### src/rtl/arm_pipe_pkg.sv
// Shared definitions for the ARM pipeline hazard/forwarding control slice.
// Holds the forwarding-mux select encodings, the hazard FSM state type and
// the default register-file geometry (16 registers, r15 = PC).
package arm_pipe_pkg;

  localparam int unsigned ARM_REG_ADDR_W = 4;
  localparam int unsigned ARM_PC_REG     = 15;

  localparam logic [1:0] FWD_REGFILE = 2'b00;
  localparam logic [1:0] FWD_EXMEM   = 2'b01;
  localparam logic [1:0] FWD_MEMWB   = 2'b10;

  typedef enum logic [1:0] {
    RUN        = 2'd0,
    LOAD_STALL = 2'd1,
    FLUSH      = 2'd2
  } hazard_state_t;

endpackage

### src/rtl/hazard_dest_tracker.sv
// Destination tracker for the EX/MEM and MEM/WB stages.
// A two-deep shift register of {rd, we} fed from the instruction leaving EX,
// plus the compare logic that produces the ALU operand forwarding selects.
// Ports:
//   clk, rst_n          clock, asynchronous active-low reset
//   idex_rd_i/idex_we_i destination and write enable of the EX instruction
//   idex_rn_i/idex_rm_i source registers of the EX instruction
//   fwd_a_sel_o/_b_sel_o operand A/B source select (FWD_* encoding)
module hazard_dest_tracker
  import arm_pipe_pkg::*;
#(
  parameter int unsigned REG_ADDR_W = ARM_REG_ADDR_W,
  parameter int unsigned PC_REG     = ARM_PC_REG
) (
  input  logic                  clk,
  input  logic                  rst_n,
  input  logic [REG_ADDR_W-1:0] idex_rd_i,
  input  logic                  idex_we_i,
  input  logic [REG_ADDR_W-1:0] idex_rn_i,
  input  logic [REG_ADDR_W-1:0] idex_rm_i,
  output logic [1:0]            fwd_a_sel_o,
  output logic [1:0]            fwd_b_sel_o
);

  localparam logic [REG_ADDR_W-1:0] PC_IDX = REG_ADDR_W'(PC_REG);

  logic [REG_ADDR_W-1:0] exmem_rd_q, memwb_rd_q;
  logic                  exmem_we_q, memwb_we_q;

  always_ff @(posedge clk or negedge rst_n) begin
    if (!rst_n) begin
      exmem_rd_q <= '0;
      exmem_we_q <= 1'b0;
      memwb_rd_q <= '0;
      memwb_we_q <= 1'b0;
    end else begin
      memwb_rd_q <= exmem_rd_q;
      memwb_we_q <= exmem_we_q;
      exmem_rd_q <= idex_rd_i;
      exmem_we_q <= idex_we_i;
    end
  end

  // EX/MEM wins over MEM/WB since it holds the younger result; the PC is
  // never forwarded because its value is produced outside the ALU path.
  function automatic logic [1:0] fwd_sel(input logic [REG_ADDR_W-1:0] src);
    logic [1:0] sel;
    sel = FWD_REGFILE;
    if (src != PC_IDX) begin
      if (exmem_we_q && (exmem_rd_q == src))
        sel = FWD_EXMEM;
      else if (memwb_we_q && (memwb_rd_q == src))
        sel = FWD_MEMWB;
    end
    return sel;
  endfunction

  assign fwd_a_sel_o = fwd_sel(idex_rn_i);
  assign fwd_b_sel_o = fwd_sel(idex_rm_i);

endmodule

### src/rtl/hazard_fwd_ctrl.sv
// EX-side hazard and forwarding controller.
// Drives the operand forwarding selects, stalls PC and IF/ID with ID/EX
// bubbles on load-use hazards, and flushes IF/ID and ID/EX on a taken
// branch resolved in EX. Stall, bubble and flush are combinational in the
// detecting cycle.
// Ports:
//   clk, reset                 clock, asynchronous active-low reset
//   id_rn/id_rm, *_used        sources read by the instruction in ID
//   idex_rn/rm/rd              sources and destination of the EX instruction
//   idex_reg_write_enable      EX instruction writes a register
//   idex_mem_to_reg_select     EX instruction is a load
//   branch_taken               taken branch resolved in EX
//   pc_write_enable            0 holds the PC
//   ifid_write_enable          0 holds IF/ID
//   ifid_flush                 clears IF/ID to a NOP
//   idex_bubble                zeroes the ID/EX control inputs
//   fwd_a_sel/fwd_b_sel        operand source: 00 regfile, 01 EX/MEM, 10 MEM/WB
// Optional: define HAZARD_STATS_EN to add saturating 16-bit counters
//   stall_count (hazard bubble cycles) and flush_count (flush cycles).
module hazard_fwd_ctrl
  import arm_pipe_pkg::*;
#(
  parameter int unsigned REG_ADDR_W        = ARM_REG_ADDR_W,
  parameter int unsigned LOAD_STALL_CYCLES = 1,
  parameter int unsigned PC_REG            = ARM_PC_REG
) (
  input  logic                  clk,
  input  logic                  reset,
  input  logic [REG_ADDR_W-1:0] id_rn,
  input  logic [REG_ADDR_W-1:0] id_rm,
  input  logic                  id_rn_used,
  input  logic                  id_rm_used,
  input  logic [REG_ADDR_W-1:0] idex_rn,
  input  logic [REG_ADDR_W-1:0] idex_rm,
  input  logic [REG_ADDR_W-1:0] idex_rd,
  input  logic                  idex_reg_write_enable,
  input  logic                  idex_mem_to_reg_select,
  input  logic                  branch_taken,
  output logic                  pc_write_enable,
  output logic                  ifid_write_enable,
  output logic                  ifid_flush,
  output logic                  idex_bubble,
  output logic [1:0]            fwd_a_sel,
  output logic [1:0]            fwd_b_sel
`ifdef HAZARD_STATS_EN
 ,output logic [15:0]           stall_count,
  output logic [15:0]           flush_count
`endif
);

  localparam logic [REG_ADDR_W-1:0] PC_IDX       = REG_ADDR_W'(PC_REG);
  localparam logic [2:0]            STALL_RELOAD = 3'(LOAD_STALL_CYCLES - 1);

  hazard_state_t state_q, state_d;
  logic [2:0]    cnt_q, cnt_d;
  logic          load_use;

  hazard_dest_tracker #(
    .REG_ADDR_W (REG_ADDR_W),
    .PC_REG     (PC_REG)
  ) u_tracker (
    .clk         (clk),
    .rst_n       (reset),
    .idex_rd_i   (idex_rd),
    .idex_we_i   (idex_reg_write_enable),
    .idex_rn_i   (idex_rn),
    .idex_rm_i   (idex_rm),
    .fwd_a_sel_o (fwd_a_sel),
    .fwd_b_sel_o (fwd_b_sel)
  );

  assign load_use = idex_mem_to_reg_select && idex_reg_write_enable &&
                    (idex_rd != PC_IDX) &&
                    ((id_rn_used && (id_rn == idex_rd)) ||
                     (id_rm_used && (id_rm == idex_rd)));

  always_ff @(posedge clk or negedge reset) begin
    if (!reset) begin
      state_q <= RUN;
      cnt_q   <= '0;
    end else begin
      state_q <= state_d;
      cnt_q   <= cnt_d;
    end
  end

  always_comb begin
    state_d           = state_q;
    cnt_d             = cnt_q;
    pc_write_enable   = 1'b1;
    ifid_write_enable = 1'b1;
    ifid_flush        = 1'b0;
    idex_bubble       = 1'b0;
    case (state_q)
      RUN: begin
        if (branch_taken) begin
          ifid_flush  = 1'b1;
          idex_bubble = 1'b1;
        end else if (load_use) begin
          pc_write_enable   = 1'b0;
          ifid_write_enable = 1'b0;
          idex_bubble       = 1'b1;
          // The detecting cycle is the first bubble; the counter covers the rest.
          if (LOAD_STALL_CYCLES > 1) begin
            cnt_d   = STALL_RELOAD;
            state_d = LOAD_STALL;
          end
        end
      end
      LOAD_STALL: begin
        if (branch_taken) begin
          ifid_flush  = 1'b1;
          idex_bubble = 1'b1;
          cnt_d       = '0;
          state_d     = RUN;
        end else begin
          pc_write_enable   = 1'b0;
          ifid_write_enable = 1'b0;
          idex_bubble       = 1'b1;
          cnt_d             = cnt_q - 3'd1;
          if (cnt_q <= 3'd1)
            state_d = RUN;
        end
      end
      default: begin
        state_d = RUN;
        cnt_d   = '0;
      end
    endcase
  end

`ifdef HAZARD_STATS_EN
  logic [15:0] stall_cnt_q, flush_cnt_q;

  // A bubble without a flush can only come from a load-use stall.
  always_ff @(posedge clk or negedge reset) begin
    if (!reset) begin
      stall_cnt_q <= '0;
      flush_cnt_q <= '0;
    end else begin
      if (idex_bubble && !ifid_flush && (stall_cnt_q != '1))
        stall_cnt_q <= stall_cnt_q + 16'd1;
      if (ifid_flush && (flush_cnt_q != '1))
        flush_cnt_q <= flush_cnt_q + 16'd1;
    end
  end

  assign stall_count = stall_cnt_q;
  assign flush_count = flush_cnt_q;
`endif

endmodule
### config.mk
export PLATFORM = sky130hd
export DESIGN_NAME = hazard_fwd_ctrl
export DESIGN_NICKNAME = d
export VERILOG_FILES = /design/src/rtl/arm_pipe_pkg.sv /design/src/rtl/hazard_dest_tracker.sv /design/src/rtl/hazard_fwd_ctrl.sv
export SDC_FILE = /design/constraint.sdc
export NUM_CORES = 1
export LEC_CHECK = 0
export ABC_CLOCK_PERIOD_IN_PS = 3150
export BUFFER_PORTS_ARGS = -buffer_cell sky130_fd_sc_hd__buf_2
export CAP_MARGIN = 30
export CORE_MARGIN = 2
export CORE_UTILIZATION = 45
export DETAILED_ROUTE_END_ITERATION = 16
export GPL_ROUTABILITY_DRIVEN = 0
export PLACE_DENSITY_LB_ADDON = 0.1
export SYNTH_ARGS = -nofsm -noshare
export SYNTH_HDL_FRONTEND = slang
export SYNTH_SLANG_ARGS = --single-unit
### constraint.sdc
create_clock -name clk -period 3.15 [get_ports clk]
set_clock_uncertainty 0.2 [all_clocks]
set_input_delay 0.4725 -clock clk [delete_from_list [all_inputs] [get_ports clk]]
set_output_delay 0.4725 -clock clk [all_outputs]
set_load 0.01 [all_outputs]
==> impl_metrics.ini <==
[layout]
fin_nets = 128
drive_gt1_frac = 0.380
antennaDiodeCount = 0
fin_util = 0.652
synthToLayoutAreaGrowth_pct = 35.6

[detailed_routing]
post-route-drc-count = 0
ant_nets = 0
first_pass_iters = 4
vias = 588
drt_iter0_drc = 4
wl_per_cell_microns = 10.8
wirelength_mm = 1.24
via_per_inst = 5.11

[timing]
final_hold_viol_count = 0
finalCritPeriodShare = 0.684
tns_ns = 0
rsz0062_at_grt = false
worst_pin_slew_ns = 0.241
relSlewSlack = 0.837
slew_violations = 0
whs_ns = 0.124
setup_slack_ns = 0.995
period_minus_slack_ns = 2.15
fmax_ghz = 0.464
setup_violations = 0

[synthesis]
ys_ff_latch = 10
syn-num-nets = 90
yosys_warnings = 0
avgSynthCellArea_sq_um = 9.81
ys.flop_type = dfrtp_1
synth_fa_ha_area_frac = 0
synthArstFlopShare = 1.00
synth_top_area_cell = dfrtp_1
synth_top_family_by_area = XOR/XNOR gates
netlist-cell-type-count = 18
synthTopCellsByArea = dfrtp_1 40%, xor2_1 18%, xnor2_1 8.5%
ys_seq_area_frac = 0.405
synth-simple-area-share = 0.196
synth-edff-count = 0
synth_compound_area_frac = 0.0931
yosysMostFrequentCell = xor2_1
synth_mux_area_frac = 0
ys_top_cells_by_count = 13 x xor2_1, 10 x dfrtp_1, 6 x xnor2_1
synth_xor_area_frac = 0.269
yosysTopAreaCellShare = 0.405
synthCells = 63
syn-cell-area_sq_um = 618

[hold_path]
whs_endpoint = u_tracker.exmem_we_q
hold_class = primary input to register
hold_depth = 1
hp-start = idex_reg_write_enable

[placement]
pre_cts_ws_ns = 1.04
dp_hpwl_mm = 1.10
port_buffers = 34

[clocking]
cts_buffers = 3
clk_pin_slew_worst_paths_ns = 0.06
clock_path_buffers = 2
tritoncts = yes
cts_root_buffer = clkbuf_4
hold_buffers = 1
cts_setup_buffers = 0
cts_resized = 0
clk-insertion-delay-late_ns = 0.26
htreeDepth = 1
clock_sinks = 10

[pwr]
peakVddDrop_v = 0.000282
leakage_nw = 0.415
power_density_nw_per_um2 = 379

[global_route]
grt_max_degree = 11
grt-ovfl-total = 0
grt.total_usage = 0.177
grt_pass1_wl_mm = 1.83
grt_pass1_vias = 489
antenna_found_initial = 0

[critical_path]
worstPathCellList = xor2_1 -> nor3_1 -> nand3_1 -> a41oi_1 -> buf_2
critical_path.startpoint = u_tracker.exmem_rd_q[3]
critPathMaxFanout = 4
worstSetupPathType = register to output port
r2r_start = u_tracker.exmem_rd_q[3]
required_ns = 2.48
cp-start-kind = register
crit_slowest_cell = dfrtp_1
critical_path.endpoint_type = output port
reg2reg_depth = 0
regToRegSetupSlack_ns = 2.39
cp_slowest_stage_delay_ns = 0.42
r2r-end = u_tracker.memwb_rd_q[3]
arrival_ns = 1.48

[floorplan]
die_h_microns = 41.1
io_pins = 35
die_x_microns = 41.1
fp-row-count = 13
coreArea_sq_um = 1280
start_util = 0.481
die_area_sq_um = 1690

[run]
cap_violations = 0

[run_status]
status = completed
-- stage by stage --
| step | power (mW) | std cells | instance area, sq um |
|---|---|---|---|
| 2_1_floorplan | 0.173 | 63 | 618 |
| 4_1_cts | 0.322 | 115 | 838 |
| 3_3_place_gp | 0.205 | 110 | 792 |
| 6_report | 0.317 | 115 | 838 |
| 5_1_grt | 0.338 | 115 | 838 |
| 3_5_place_dp | 0.207 | 110 | 792 |
-- power by group --
group	switching (mW)	internal, mW
Clock	0.0426	0.0702
Sequential	0.00665	0.135
Combinational	0.0297	0.0331
-- worst max-delay path: cells and delay by family, from the launching register on --
family	cells	cell delay, ns
AND/OR/NAND/NOR	2	0.29
flip-flops	1	0.42
buffers and inverters	1	0.16
XOR/XNOR	1	0.18
AO/OA/AOI/OAI	1	0.17
-- area by class of cell --
cell class,instances,area (sq um)
inverters,2,7.51
well taps,15,18.8
flip-flops and latches,10,250
repair buffers,35,180
clock buffers,4,36.3
multi-input cells,49,345
fillers,117,447
-- registers in the layout (all words and copies together), names as in the netlist --
register	cells
u_tracker.exmem_rd_q	4
u_tracker.memwb_rd_q	4
u_tracker.exmem_we_q	1
u_tracker.memwb_we_q	1
-- worst max-delay path by stage --
stage / endpoint / slack (ns)
after floorplan: pc_write_enable / 1.20
after global placement: ifid_write_enable / 1.07
after detailed placement: ifid_write_enable / 1.04
after CTS: fwd_b_sel[0] / 0.99
after global routing: fwd_b_sel[0] / 0.89
final: fwd_b_sel[0] / 1.0
-- cell usage in the layout (no fill, tap or decap), drive strengths merged --
cell type	n
nand2	3
xor2	13
o21ai	2
buf	34
nor3	5
xnor2	6
dfrtp	10
nand3	5
nand3b	1
a21o	1
dlygate4sd3	1
clkbuf	4
nand4	2
o22ai	1
and3	3
nand2b	2
a41oi	3
nand4b	1
a22oi	1
inv	2
-- layer usage --
metal | vias up | track usage | wire length, microns
met5 | - | 0 | 0
met4 | 0 | 0.100 | 21
li1 | 296 | - | -
met1 | 266 | 0.154 | 446
met2 | 23 | 0.348 | 680
met3 | 3 | 0.0489 | 90
-- logic make-up after synthesis --
logic type	Yosys count
flip-flops	10
AO/OA/AOI/OAI	8
XOR/XNOR	19
buffers and inverters	4
AND/OR/NAND/NOR	22
No activity file was read; power rests on OpenSTA's default activity.
